===== src/rtl/clint_irq_if.sv =====
// clint_irq word bus between the MEM stage and the interruptor.
// One read or write strobe per cycle; read data arrives one cycle later.
interface clint_irq_if #(
  parameter int ADDR_W = 16
);
  logic              we_i;
  logic              re_i;
  logic [ADDR_W-1:0] addr_i;
  logic [31:0]       wdata_i;
  logic [31:0]       rdata_o;

  modport master (
    output we_i,
    output re_i,
    output addr_i,
    output wdata_i,
    input  rdata_o
  );

  modport slave (
    input  we_i,
    input  re_i,
    input  addr_i,
    input  wdata_i,
    output rdata_o
  );
endinterface


===== src/rtl/clint_irq.sv =====
// clint_irq: machine timer, msip and external irq capture feeding the CSR trap.
// Define CLINT_EXT_SYNC_EN to pass ext_irq_i through a two-flop synchronizer.
module clint_irq #(
  parameter int TICK_DIV = 1,
  parameter int ADDR_W   = 16
) (
  input  logic        clk,
  input  logic        rst,
  clint_irq_if.slave  bus,
  input  logic        ext_irq_i,
  input  logic [31:0] mstatus_i,
  input  logic [31:0] mie_i,
  input  logic        irq_ack_i,
  output logic        irq_req_o,
  output logic [31:0] excepttype_o,
  output logic [31:0] mip_o
);

  typedef enum logic [1:0] {
    IDLE,
    REQ,
    HOLD
  } state_t;

  typedef enum logic [1:0] {
    SRC_MEI,
    SRC_MSI,
    SRC_MTI
  } src_t;

  localparam logic [ADDR_W-1:0] A_MSIP = ADDR_W'(32'h0000);
  localparam logic [ADDR_W-1:0] A_CMPL = ADDR_W'(32'h4000);
  localparam logic [ADDR_W-1:0] A_CMPH = ADDR_W'(32'h4004);
  localparam logic [ADDR_W-1:0] A_TIML = ADDR_W'(32'hBFF8);
  localparam logic [ADDR_W-1:0] A_TIMH = ADDR_W'(32'hBFFC);

  localparam logic [15:0] PMAX = 16'(TICK_DIV - 1);

  localparam logic [31:0] C_MEI = 32'h8000_000B;
  localparam logic [31:0] C_MSI = 32'h8000_0003;
  localparam logic [31:0] C_MTI = 32'h8000_0007;

  logic [63:0] mtime;
  logic [63:0] mtimecmp;
  logic        msip;
  logic [15:0] presc;
  logic [31:0] rdata_q;
  logic [31:0] rd_mux;

  logic sel_msip;
  logic sel_cmpl;
  logic sel_cmph;
  logic sel_timl;
  logic sel_timh;
  logic tick;

  assign sel_msip = (bus.addr_i == A_MSIP);
  assign sel_cmpl = (bus.addr_i == A_CMPL);
  assign sel_cmph = (bus.addr_i == A_CMPH);
  assign sel_timl = (bus.addr_i == A_TIML);
  assign sel_timh = (bus.addr_i == A_TIMH);
  assign tick     = (presc == PMAX);

  // A bus write to mtime overrides the tick and restarts the prescaler.
  always_ff @(posedge clk) begin
    if (rst) begin
      mtime    <= '0;
      mtimecmp <= '1;
      msip     <= 1'b0;
      presc    <= '0;
    end else begin
      if (bus.we_i && sel_msip)
        msip <= bus.wdata_i[0];
      if (bus.we_i && sel_cmpl)
        mtimecmp[31:0] <= bus.wdata_i;
      if (bus.we_i && sel_cmph)
        mtimecmp[63:32] <= bus.wdata_i;
      if (bus.we_i && (sel_timl || sel_timh)) begin
        presc <= '0;
        if (sel_timl)
          mtime[31:0] <= bus.wdata_i;
        if (sel_timh)
          mtime[63:32] <= bus.wdata_i;
      end else if (tick) begin
        presc <= '0;
        mtime <= mtime + 64'd1;
      end else begin
        presc <= presc + 16'd1;
      end
    end
  end

  always_comb begin
    rd_mux = '0;
    unique case (1'b1)
      sel_msip: rd_mux = {31'b0, msip};
      sel_cmpl: rd_mux = mtimecmp[31:0];
      sel_cmph: rd_mux = mtimecmp[63:32];
      sel_timl: rd_mux = mtime[31:0];
      sel_timh: rd_mux = mtime[63:32];
      default:  rd_mux = '0;
    endcase
  end

  always_ff @(posedge clk) begin
    if (rst)
      rdata_q <= '0;
    else if (bus.re_i)
      rdata_q <= rd_mux;
  end

  assign bus.rdata_o = rdata_q;

  logic meip;

`ifdef CLINT_EXT_SYNC_EN
  logic [1:0] sync_q;

  always_ff @(posedge clk) begin
    if (rst)
      sync_q <= '0;
    else
      sync_q <= {sync_q[0], ext_irq_i};
  end

  assign meip = sync_q[1];
`else
  assign meip = ext_irq_i;
`endif

  logic mtip;
  logic gie;
  logic en_mei;
  logic en_msi;
  logic en_mti;

  assign mtip   = (mtime >= mtimecmp);
  assign gie    = mstatus_i[3];
  assign en_mei = meip & mie_i[11];
  assign en_msi = msip & mie_i[3];
  assign en_mti = mtip & mie_i[7];

  assign mip_o = {20'b0, meip, 3'b0,
                  mtip, 3'b0, msip, 3'b0};

  state_t      state;
  state_t      state_n;
  src_t        src_q;
  src_t        src_n;
  logic        req_q;
  logic        req_n;
  logic [31:0] exc_q;
  logic [31:0] exc_n;
  logic        src_live;

  always_comb begin
    src_live = 1'b0;
    unique case (src_q)
      SRC_MEI: src_live = en_mei;
      SRC_MSI: src_live = en_msi;
      SRC_MTI: src_live = en_mti;
      default: src_live = 1'b0;
    endcase
  end

  // REQ holds its latched code; ack beats a same-cycle drop.
  always_comb begin
    state_n = state;
    src_n   = src_q;
    req_n   = req_q;
    exc_n   = exc_q;
    unique case (state)
      IDLE: begin
        if (gie && (en_mei || en_msi || en_mti)) begin
          state_n = REQ;
          req_n   = 1'b1;
          if (en_mei) begin
            src_n = SRC_MEI;
            exc_n = C_MEI;
          end else if (en_msi) begin
            src_n = SRC_MSI;
            exc_n = C_MSI;
          end else begin
            src_n = SRC_MTI;
            exc_n = C_MTI;
          end
        end
      end
      REQ: begin
        if (irq_ack_i) begin
          state_n = HOLD;
          req_n   = 1'b0;
          exc_n   = '0;
        end else if (!gie || !src_live) begin
          state_n = IDLE;
          req_n   = 1'b0;
          exc_n   = '0;
        end
      end
      HOLD: begin
        req_n = 1'b0;
        exc_n = '0;
        if (!gie)
          state_n = IDLE;
      end
      default: begin
        state_n = IDLE;
        req_n   = 1'b0;
        exc_n   = '0;
      end
    endcase
  end

  always_ff @(posedge clk) begin
    if (rst) begin
      state <= IDLE;
      src_q <= SRC_MEI;
      req_q <= 1'b0;
      exc_q <= '0;
    end else begin
      state <= state_n;
      src_q <= src_n;
      req_q <= req_n;
      exc_q <= exc_n;
    end
  end

  assign irq_req_o    = req_q;
  assign excepttype_o = exc_q;

  logic unused_bits;
  assign unused_bits = ^{mstatus_i[31:4],
                         mstatus_i[2:0],
                         mie_i[31:12],
                         mie_i[10:8],
                         mie_i[6:4],
                         mie_i[2:0]};

endmodule


===== src/flat_wrapper.sv =====
// flat-port wrapper written by rule: the top's interface ports become plain ports
module clint_irq_flat 
#(
  parameter int TICK_DIV = 1,
  parameter int ADDR_W   = 16
)
  (clk, rst, ext_irq_i, mstatus_i, mie_i, irq_ack_i, irq_req_o, excepttype_o, mip_o, bus_we_i, bus_re_i, bus_addr_i, bus_wdata_i, bus_rdata_o);
  clint_irq_if #(.ADDR_W(ADDR_W)) bus_i ();
  input  logic clk;
  input  logic rst;
  input  logic ext_irq_i;
  input  logic [31:0] mstatus_i;
  input  logic [31:0] mie_i;
  input  logic irq_ack_i;
  output logic irq_req_o;
  output logic [31:0] excepttype_o;
  output logic [31:0] mip_o;
  input wire logic [$bits(bus_i.we_i)-1:0] bus_we_i;
  input wire logic [$bits(bus_i.re_i)-1:0] bus_re_i;
  input wire logic [$bits(bus_i.addr_i)-1:0] bus_addr_i;
  input wire logic [$bits(bus_i.wdata_i)-1:0] bus_wdata_i;
  output wire logic [$bits(bus_i.rdata_o)-1:0] bus_rdata_o;
  assign bus_i.we_i = bus_we_i;
  assign bus_i.re_i = bus_re_i;
  assign bus_i.addr_i = bus_addr_i;
  assign bus_i.wdata_i = bus_wdata_i;
  assign bus_rdata_o = bus_i.rdata_o;
  clint_irq #(.TICK_DIV(TICK_DIV), .ADDR_W(ADDR_W)) u_core (.clk(clk), .rst(rst), .bus(bus_i), .ext_irq_i(ext_irq_i), .mstatus_i(mstatus_i), .mie_i(mie_i), .irq_ack_i(irq_ack_i), .irq_req_o(irq_req_o), .excepttype_o(excepttype_o), .mip_o(mip_o));
endmodule

===== config.mk =====
export PLATFORM = sky130hd
export DESIGN_NAME = clint_irq_flat
export DESIGN_NICKNAME = d
export VERILOG_FILES = /design/src/rtl/clint_irq_if.sv /design/src/rtl/clint_irq.sv /design/src/flat_wrapper.sv
export SDC_FILE = /design/constraint.sdc
export NUM_CORES = 1
export LEC_CHECK = 0
export CAP_MARGIN = 10
export CELL_PAD_IN_SITES_DETAIL_PLACEMENT = 1
export CELL_PAD_IN_SITES_GLOBAL_PLACEMENT = 2
export CORE_UTILIZATION = 31
export DETAILED_ROUTE_END_ITERATION = 7
export GPL_TIMING_DRIVEN = 0
export HOLD_SLACK_MARGIN = 0.08
export PLACE_DENSITY = 0.93
export SETUP_SLACK_MARGIN = 0.05
export SLEW_MARGIN = 15
export SYNTH_ARGS = -nofsm -noshare
export SYNTH_HDL_FRONTEND = slang
export SYNTH_SLANG_ARGS = --single-unit

===== constraint.sdc =====
create_clock -name clk -period 2.95 [get_ports clk]
set_input_delay 0.59 -clock clk [delete_from_list [all_inputs] [get_ports clk]]
set_output_delay 0.59 -clock clk [all_outputs]
set_load 0.03 [all_outputs]

==> impl_results.md <==
- Fmax: 309 MHz
- Clock Latency Late Sink: 0.46 ns
- LEAKAGE: 6.11 nW
- N_diodes: 0
- Pwr Total: 0.00557 W
- RSZ-0062 raised after global routing: yes
- Syn-to-layout area delta: 28.5%
- Sequential cell area: 3750 um2
- Grt ovf: 0
- Syn_area_per_cell: 7.87 um2
- Hold buffer count at CTS: 0
- DR vias: 12067
- Initial antenna violation count: 1
- TritonCTS clock tree: built
- Cell variety after synth: 76
- DRT Wirelength: 48100 um
- Worst-case clock skew: 0.0163 ns
- Chip width: 193 um
- Average via count per standard cell: 5.71
- Critical path arrival: 2.65 ns
- Post-Syn Area: 11400 um2
- Fin. Hold Viols: 0
- Max-cap violations: 0
- Fin crit share: 110%
- GRT Overall Usage: 25.1%
- Starting density of the core: 31.7%
- DR WL/cell: 22.8 um
- HPWL Detailed: 34900 um
- GPL Wtd Cong: 0.946
- Iter 0 DRT Violations: 886
- CTS root buf: clkbuf_16
- Hold Crit Class: flip-flop to flip-flop
- Htree depth: 4
- Multi-input logic area: 7220 um2
- Post-Layout Cell Count: 2112
- Nets: 1823
- Final setup viols: 1
- Post-synth ARST share: 0%
- DRT Pass-1 Iters: 8
- First-pass GRT wire length: 72800 um
- Seq/Total Area, Yosys: 32.4%
- Worst setup slack after layout: -0.291 ns
- Slew Viols, Final: 0
- Fin crit period: 3.24 ns
- Worst Setup Path Type: flip-flop to primary output
- Status: finished with violations
- Synth Flop Type: dfxtp_1
- Failing checks: design-rule violations, negative setup slack
- EDFF count, synth: 0
- Setup TNS: -0.291 ns
- Site Rows: 69
- PortBufs: 95
- IO Count: 215
- Required @ worst endpoint: 2.36 ns
- Die area: 37400 um2
- P per Cell Area: 382 nW/um2
- VDD IR max: 0.429 mV
- R2R Setup Slk: 0.06 ns
- Worst Max-Slew Pin Slew: 1.01 ns
- Relative slew slack: 32.9%
- # fillers: 4278
- Clock Sinks: 184
- CP Launch Type: flip-flop
- Reg clk slew, reported paths: 0.08 ns
- Critical path capture point type: primary output
- Antenna-violating nets left: 0
- DR DRC count: 4
- Share of post-route cells with drive strength above 1: 18.4%
- Number of synthesized register bits: 184
- Worst-path maximum fanout: 7
- Yosys warning count: 0
- Core Box Area: 35800 um2
- Cells after Synth: 1443
- Largest net degree at the start of global routing: 19
- Vias in the first global route: 12192
- Placed Instances: 2054
- Clock tree buffer depth: 2
- Inserted Clock Buffers: 17
- Die H: 193 um
-- metrics by stage --
step           hold WS [ns]  worst slack [ns]  area [um2]  util (%)
3_3_place_gp          0.478             -1.43       13100      36.5
5_1_grt               0.498            -0.330       14600      40.7
2_1_floorplan         0.459             0.319       11600         -
3_5_place_dp          0.471             -1.42       13100      36.5
6_report              0.483            -0.291       14600      40.7
4_1_cts               0.489            -0.267       14200      39.7
-- layer usage --
| metal | share of wire [%] | vias to the layer above | GRT usage, % |
|---|---|---|---|
| li1 | - | 5486 | - |
| met3 | 7.0 | 110 | 4.65 |
| met5 | 0.027 | - | 0 |
| met4 | 3.4 | 2 | 9.78 |
| met1 | 42 | 5967 | 31.5 |
| met2 | 47 | 502 | 42.5 |
-- final timing paths --
| check | start | to | cells after the start |
|---|---|---|---|
| min reg2reg | u_core.bus.rdata_o[0] | u_core.bus.rdata_o[0] | 2 |
| max | u_core.mtime[32] | mip_o[7] | 9 |
| min | u_core.bus.rdata_o[0] | u_core.bus.rdata_o[0] | 2 |
| max reg2reg | u_core.mtime[32] | u_core.excepttype_o[3] | 11 |
-- registers in the layout, indices dropped and copies added (netlist names) --
name / count
u_core.mtime: 64
u_core.excepttype_o: 3
u_core.mtimecmp: 64
u_core.state: 2
u_core.bus.rdata_o: 32
u_core.presc: 16
u_core.src_q: 2
u_core.msip: 1
-- layout make-up --
class,instances,share of cell area [%]
sequential,184,25.7
inverter,79,2.03
clock inverter,14,1.08
multi-input combinational,1083,49.5
tap,461,3.96
buffer,150,6.43
timing repair buffer,123,8.26
clock buffer,18,3.01
-- synthesized netlist by cell type (4+ instances only) --
cell type	n	area (um2)
nand2_1	190	713
o21ai_0	86	430
mux2i_1	65	651
xnor2_1	5	43.8
a22oi_1	14	105
xor2_1	5	43.8
nor4_1	9	56.3
dfxtp_1	184	3680
or3_1	8	50.1
buf_1	11	41.3
nand4_1	32	200
a211oi_1	32	240
o221ai_1	32	280
a21o_1	5	37.5
clkbuf_1	58	218
nand3_1	40	200
and2_1	5	31.3
o31ai_1	14	105
inv_1	79	297
o21a_1	4	30.0
o211ai_1	63	473
buf_4	64	480
nor2_1	123	462
o21ai_1	6	30.0
and3_1	13	81.3
nand3b_1	8	60.1
ha_1	67	838
buf_2	16	80.1
and4_1	6	52.6
o22ai_1	13	81.3
a31oi_1	5	31.3
a21oi_1	93	465
nor3_1	25	125
-- cells by family (layout without fill, tap and decap cells) --
family | Yosys count | after routing | synth area share [%]
other cells | 1 | 56 | 0.0330
flops | 184 | 184 | 32.4
buf+inv | 231 | 384 | 10.1
xor+xnor | 10 | 10 | 0.771
simple gates | 487 | 487 | 20.7
fa+ha+maj | 67 | 67 | 7.38
compound gates | 398 | 398 | 22.8
mux | 65 | 65 | 5.73
-- cell usage in the layout (no fill, tap or decap), drive strengths merged, types with 8 or more instances in the layout --
cell type	count
nand3	42
or3	8
a21oi	94
o21ai	95
nand3b	8
o22ai	13
nor2	126
nand4	32
a22oi	14
nor4	11
o211ai	63
buf	119
clkdlybuf4s50	94
o31ai	15
ha	67
inv	87
nor3	29
nand2	192
o221ai	32
conb	56
mux2i	65
dfxtp	184
clkbuf	78
a211oi	33
and3	14
-- power breakdown --
group	internal (W)	total, W	switching (W)
combinational	0.000228	0.000608	0.000380
sequential	0.00250	0.00252	0.0000174
clock	0.00123	0.00244	0.00121
-- worst max-delay path, stage by stage, from the launching register on --
cell and delay (ns):
dfxtp_1 0.41, ha_1 0.32, nand4_1 0.29, nor4_4 0.24, buf_4 0.19, and4_4 0.26
nand2_4 0.06, a2bb2oi_4 0.20, nand2_2 0.09, buf_6 0.13
-- what timing repair did --
item,4_1_cts,5_1_grt
setup buffers,12,14
gates cloned,0,2
pin swaps,28,22
endpoints found under the setup margin,134,118
gates resized for setup,122,81
No activity file was read; power rests on OpenSTA's default activity.
